--- config.mk ---
export PLATFORM = sky130hd
export DESIGN_NAME = alu_mul_sequencer_flat
export DESIGN_NICKNAME = d
export VERILOG_FILES = /design/src/rtl/alu_mul_sequencer_if.sv /design/src/rtl/alu_mul_sequencer.sv /design/src/flat_wrapper.sv
export SDC_FILE = /design/constraint.sdc
export NUM_CORES = 1
export LEC_CHECK = 0
export BUFFER_PORTS_ARGS = -buffer_cell sky130_fd_sc_hd__buf_4
export CORE_AREA = 2 2 207 107
export DETAILED_ROUTE_END_ITERATION = 12
export DIE_AREA = 0 0 209 109
export MAX_ROUTING_LAYER = met4
export PLACE_DENSITY = 0.67
export SYNTH_ARGS = -nofsm -noshare
export SYNTH_HDL_FRONTEND = slang
export SYNTH_SLANG_ARGS = --single-unit
--- constraint.sdc ---
create_clock -name clk -period 7.1 [get_ports clk]
set_input_delay 1.065 -clock clk [delete_from_list [all_inputs] [get_ports clk]]
set_output_delay 1.065 -clock clk [all_outputs]
set_load 0.03 [all_outputs]
--- src/rtl/alu_mul_sequencer_if.sv ---
// Command/result and ALU-drive signal bundle for alu_mul_sequencer.
// slave = sequencer side, master = issue logic plus ALU side.
interface alu_mul_sequencer_if;
  logic        start;
  logic        op;
  logic [31:0] opa;
  logic [31:0] opb;
  logic        busy;
  logic        done;
  logic [31:0] res_hi;
  logic [31:0] res_lo;
  logic [31:0] alu_a;
  logic [31:0] alu_b;
  logic        alu_cin;
  logic [31:0] alu_op1;
  logic [31:0] alu_op2;
  logic [31:0] alu_sub;
  logic [31:0] alu_sum;
  logic        alu_cout;

  modport slave (
    input  start, op, opa, opb, alu_sum, alu_cout,
    output busy, done, res_hi, res_lo,
    output alu_a, alu_b, alu_cin, alu_op1, alu_op2, alu_sub
  );

  modport master (
    output start, op, opa, opb, alu_sum, alu_cout,
    input  busy, done, res_hi, res_lo,
    input  alu_a, alu_b, alu_cin, alu_op1, alu_op2, alu_sub
  );
endinterface

--- src/rtl/alu_mul_sequencer.sv ---
// Shift-and-add 32x32->64 multiplier sequencing an external ripple ALU.
// Define ALU_SEQ_DIV_EN to add unsigned 32/32 restoring division (op=1).
module alu_mul_sequencer #(
  parameter int unsigned SETTLE = 8
) (
  input  logic               clk,
  input  logic               rst,
  alu_mul_sequencer_if.slave seq
);

  typedef enum logic [1:0] {IDLE, LOAD, CALC, DONE} state_t;

  localparam logic [7:0] SETTLE_LAST = 8'(SETTLE - 1);

  state_t      state;
  state_t      state_nxt;
  logic [31:0] hi;
  logic [31:0] lo;
  logic [31:0] m;
  logic [5:0]  iter;
  logic [7:0]  settle;
  logic        capture;
  logic        last;
  logic [31:0] hi_nxt;
  logic [31:0] lo_nxt;

`ifdef ALU_SEQ_DIV_EN
  logic        div_mode;
  logic [31:0] p;
  logic        t;

  assign p = {hi[30:0], lo[31]};
  assign t = hi[31];
`else
  logic unused_op;
  assign unused_op = seq.op;
`endif

  // Capture at the edge ending the SETTLE-th cycle of each iteration.
  assign capture = (state == CALC) && (settle == SETTLE_LAST);
  assign last    = capture && (iter == 6'd31);

  assign seq.busy = (state == LOAD) || (state == CALC);
  assign seq.done = (state == DONE);

  always_ff @(posedge clk) begin
    if (rst) state <= IDLE;
    else     state <= state_nxt;
  end

  always_comb begin
    state_nxt = state;
    case (state)
      IDLE:    if (seq.start) state_nxt = LOAD;
      LOAD:    state_nxt = CALC;
      CALC:    if (last) state_nxt = DONE;
      DONE:    state_nxt = IDLE;
      default: state_nxt = IDLE;
    endcase
  end

  // ALU inputs derive only from registers, so they move solely on capture edges.
  always_comb begin
    seq.alu_a   = '0;
    seq.alu_b   = '0;
    seq.alu_cin = 1'b0;
    seq.alu_op1 = '0;
    seq.alu_op2 = '0;
    seq.alu_sub = '0;
    hi_nxt      = hi;
    lo_nxt      = lo;
    if (state == CALC) begin
      seq.alu_op1 = '1;
`ifdef ALU_SEQ_DIV_EN
      if (div_mode) begin
        seq.alu_a   = p;
        seq.alu_b   = m;
        seq.alu_sub = '1;
        seq.alu_cin = 1'b1;
        if (t | seq.alu_cout) begin
          hi_nxt = seq.alu_sum;
          lo_nxt = {lo[30:0], 1'b1};
        end else begin
          hi_nxt = p;
          lo_nxt = {lo[30:0], 1'b0};
        end
      end else
`endif
      begin
        seq.alu_a = hi;
        seq.alu_b = m;
        if (lo[0]) {hi_nxt, lo_nxt} = {seq.alu_cout, seq.alu_sum, lo[31:1]};
        else       {hi_nxt, lo_nxt} = {1'b0, hi, lo[31:1]};
      end
    end
  end

  always_ff @(posedge clk) begin
    if (rst) begin
      hi         <= '0;
      lo         <= '0;
      m          <= '0;
      iter       <= '0;
      settle     <= '0;
      seq.res_hi <= '0;
      seq.res_lo <= '0;
`ifdef ALU_SEQ_DIV_EN
      div_mode   <= 1'b0;
`endif
    end else begin
      case (state)
        LOAD: begin
          hi     <= '0;
          iter   <= '0;
          settle <= '0;
`ifdef ALU_SEQ_DIV_EN
          div_mode <= seq.op;
          lo       <= seq.op ? seq.opa : seq.opb;
          m        <= seq.op ? seq.opb : seq.opa;
`else
          lo       <= seq.opb;
          m        <= seq.opa;
`endif
        end
        CALC: begin
          if (capture) begin
            hi     <= hi_nxt;
            lo     <= lo_nxt;
            settle <= '0;
            iter   <= iter + 6'd1;
            if (last) begin
              seq.res_hi <= hi_nxt;
              seq.res_lo <= lo_nxt;
            end
          end else begin
            settle <= settle + 8'd1;
          end
        end
        default: ;
      endcase
    end
  end

endmodule
--- src/flat_wrapper.sv ---
// flat-port wrapper written by rule: the top's interface ports become plain ports
module alu_mul_sequencer_flat 
#(
  parameter int unsigned SETTLE = 8
)
  (clk, rst, seq_start, seq_op, seq_opa, seq_opb, seq_alu_sum, seq_alu_cout, seq_busy, seq_done, seq_res_hi, seq_res_lo, seq_alu_a, seq_alu_b, seq_alu_cin, seq_alu_op1, seq_alu_op2, seq_alu_sub);
  alu_mul_sequencer_if seq_i ();
  input  logic clk;
  input  logic rst;
  input wire logic [$bits(seq_i.start)-1:0] seq_start;
  input wire logic [$bits(seq_i.op)-1:0] seq_op;
  input wire logic [$bits(seq_i.opa)-1:0] seq_opa;
  input wire logic [$bits(seq_i.opb)-1:0] seq_opb;
  input wire logic [$bits(seq_i.alu_sum)-1:0] seq_alu_sum;
  input wire logic [$bits(seq_i.alu_cout)-1:0] seq_alu_cout;
  output wire logic [$bits(seq_i.busy)-1:0] seq_busy;
  output wire logic [$bits(seq_i.done)-1:0] seq_done;
  output wire logic [$bits(seq_i.res_hi)-1:0] seq_res_hi;
  output wire logic [$bits(seq_i.res_lo)-1:0] seq_res_lo;
  output wire logic [$bits(seq_i.alu_a)-1:0] seq_alu_a;
  output wire logic [$bits(seq_i.alu_b)-1:0] seq_alu_b;
  output wire logic [$bits(seq_i.alu_cin)-1:0] seq_alu_cin;
  output wire logic [$bits(seq_i.alu_op1)-1:0] seq_alu_op1;
  output wire logic [$bits(seq_i.alu_op2)-1:0] seq_alu_op2;
  output wire logic [$bits(seq_i.alu_sub)-1:0] seq_alu_sub;
  assign seq_i.start = seq_start;
  assign seq_i.op = seq_op;
  assign seq_i.opa = seq_opa;
  assign seq_i.opb = seq_opb;
  assign seq_i.alu_sum = seq_alu_sum;
  assign seq_i.alu_cout = seq_alu_cout;
  assign seq_busy = seq_i.busy;
  assign seq_done = seq_i.done;
  assign seq_res_hi = seq_i.res_hi;
  assign seq_res_lo = seq_i.res_lo;
  assign seq_alu_a = seq_i.alu_a;
  assign seq_alu_b = seq_i.alu_b;
  assign seq_alu_cin = seq_i.alu_cin;
  assign seq_alu_op1 = seq_i.alu_op1;
  assign seq_alu_op2 = seq_i.alu_op2;
  assign seq_alu_sub = seq_i.alu_sub;
  alu_mul_sequencer #(.SETTLE(SETTLE)) u_core (.clk(clk), .rst(rst), .seq(seq_i));
endmodule
==> impl_results.md <==
- Final setup fails: 0
- Core area: 21200 um^2
- Routed via count: 6611
- Die width: 209 um
- Commonest non-fill, non-tap cell in the layout: buf_4
- Initial antenna violation count: 0
- Post-Layout Cell Count: 1414
- Sequential fraction of design power: 40.6%
- Synth Cell Area: 8270 um^2
- Rows: 38
- Worst Path Max Fanout: 93
- Worst Tran Pin Value: 1.01 ns
- FMAX: 0.262 GHz
- CTS Hold Bufs: 0
- Max Slew Vio Count: 0
- Vias in the first global route: 6022
- WL final: 21500 um
- Worst EP arrival: 2.76 ns
- Netlist cell types: 40
- Syn_area_per_cell: 8.85 um^2
- Final Hold Viols: 0
- Postcts setup bufs: 0
- Register area share after synthesis: 42.6%
- Element type at the critical path start: flop
- Post-route ant nets: 0
- Post-synth EDFFs: 0
- Congestion Overflow GR: 0
- NetSw: 0.00104 W
- WHS: 0.450 ns
- Max_slew headroom: 32.6%
- Clk sink count: 176
- Root Buffer: clkbuf_16
- Final Critical Period: 3.82 ns
- PortBufs: 261
- Top_reg_cell synth: dfxtp_1
- Post_cts resized: 0
- Worst Path Required: 6.03 ns
- Total Negative Setup Slacks: 0 ns
- Sw frac: 34.0%
- Final nets: 1230
- Die height: 109 um
- CTS Buf Count: 17
- Internal power: 0.00203 W
- Tot Pwr: 0.00307 W
- Vias per Instance: 4.68
- Iter 0 DRT Violations: 330
- Synth-to-layout area growth: 26.6%
- RSZ-0062 raised after global routing: no
- Max cap viols: 0
- WL/cell: 15.2 um
- Post-route cell area: 10500 um^2
- Placed cell area: 9890 um^2
- Clock Latency Late Sink: 0.44 ns
- H-tree depth: 4
- Met2 Usage GRT: 26.4%
- N_diodes: 0
- Most frequent cells in the layout: buf_4, dfxtp_1, nand2_1
- FFs w/ async S/R, synth: 0%
- Worst-path clk slew: 0.06 ns
- Hold WC Path Type: flop to flop
- Die area: 22800 um^2
- First-pass DRT Iterations: 4
- PD cells: 293 nW/um^2
- Total GRT Usage: 18.9%
- Comb pwr share: 28.4%
- CTS Buffer Depth: 2
- Number of warnings issued by yosys: 0
- Drt drc: 0
- Largest net degree at the start of global routing: 100
- Initial core utilization: 39.1%
- Met3 Usage GRT: 6.60%
- Period utilisation layout: 53.9%
- Kind of end point of the critical path: primary output
- GPL Wtd Cong: 0.751
- Clock share of power: 30.9%
- Leakage: 4.37 nW
- Synth Instances: 934
- Max Clock Skew: 0.00949 ns
- CTS tree: yes
- Status: finished clean
- Fraction of layout instances using a drive strength above 1: 32.3%
- DP HPWL: 14000 um
- Flops & latches, synth: 176
- Dpl cells: 1383
- First-pass GRT wire length: 32600 um
- Global route hottest layer: met2
- Filler instances: 2007
- VDD IR max: 0.148 mV
- GRT met1 Usage: 25.9%
- Crit Path Category: flop to primary output
- # IOs: 328
## Yosys cell counts (3+ instances only)
library cell	n	area, um^2
dfxtp_1	176	3520
nand2_1	134	503
nor2_1	110	413
buf_4	96	721
mux2i_1	66	661
and2_1	64	400
clkbuf_1	44	165
a21oi_1	34	170
a21oi_2	33	289
a22oi_1	32	240
a211oi_1	31	233
mux2_2	31	349
buf_2	11	55.1
buf_6	7	78.8
ha_1	7	87.6
nand3_1	6	30.0
buf_1	5	18.8
nor3_1	5	25.0
xor2_1	5	43.8
inv_1	4	15.0
nand2b_1	4	25.0
nand4_1	3	18.8
## final timing paths
kind                         start                    end  slack [ns]  cells after the start
max                u_core.state[0]          seq_alu_a[30]        3.28                      5
min          u_core.seq.res_hi[16]  u_core.seq.res_hi[16]        0.45                      2
max reg2reg        u_core.state[0]  u_core.seq.res_lo[13]        3.46                      7
min reg2reg  u_core.seq.res_hi[16]  u_core.seq.res_hi[16]        0.45                      2
## stage by stage
step                      utilization (%)  setup slack, ns
after floorplan                         -             3.85
after detailed placement             46.7             3.40
after global placement               46.7             3.46
after CTS                            49.5             3.22
after global routing                 49.5             3.07
final                                49.5             3.28
## kinds of logic (layout without fill, tap and decap cells)
| family | after synthesis | after routing | share of synthesized area, % |
|---|---|---|---|
| AO/OA/AOI/OAI | 143 | 143 | 12.4 |
| XOR/XNOR | 7 | 7 | 0.742 |
| adder cells (fa/ha/maj) | 7 | 7 | 1.06 |
| buffers and inverters | 167 | 303 | 12.7 |
| flip-flops | 176 | 176 | 42.6 |
| multiplexers | 97 | 97 | 12.2 |
| other | 1 | 65 | 0.0454 |
| AND/OR/NAND/NOR | 336 | 336 | 18.1 |
## metal layers
| layer | vias to the layer above | part of all wire [%] |
|---|---|---|
| met5 | - | 0 |
| li1 | 3336 | - |
| met2 | 185 | 42 |
| met3 | 13 | 6.8 |
| met4 | 0 | 0.79 |
| met1 | 3077 | 51 |
## worst max-delay path, stage by stage, from the launching register on
cell	delay, ns
dfxtp_1	0.34
inv_1	0.14
ha_4	0.73
buf_4	0.67
and2_1	0.23
buf_4	0.16
## final cells by class
class                      instances  area [um^2]  area share (%)
multi-input combinational        655         3980            38.1
sequential                       176         3520            33.7
timing repair buffer             268         2020            19.3
clock buffer                      22          444            4.24
tap                              280          350            3.35
clock inverter                     9          135            1.29
inverter                           4         15.0           0.143
## state kept, by name (all words and copies together) (netlist names)
name / flops
u_core.seq.res_hi: 32
u_core.iter: 6
u_core.settle: 8
u_core.lo: 32
u_core.state: 2
u_core.hi: 32
u_core.seq.res_lo: 32
u_core.m: 32
## power by group through the flow
stage | clock network (W) | logic [W] | registers, W
2_1_floorplan | 0 | 0.000762 | 0.00120
3_3_place_gp | 0 | 0.000864 | 0.00126
3_5_place_dp | 0 | 0.000876 | 0.00127
4_1_cts | 0.000976 | 0.000878 | 0.00125
5_1_grt | 0.00102 | 0.000949 | 0.00127
6_report | 0.000950 | 0.000873 | 0.00125
Note: power is estimated with default switching activity, not from simulation.
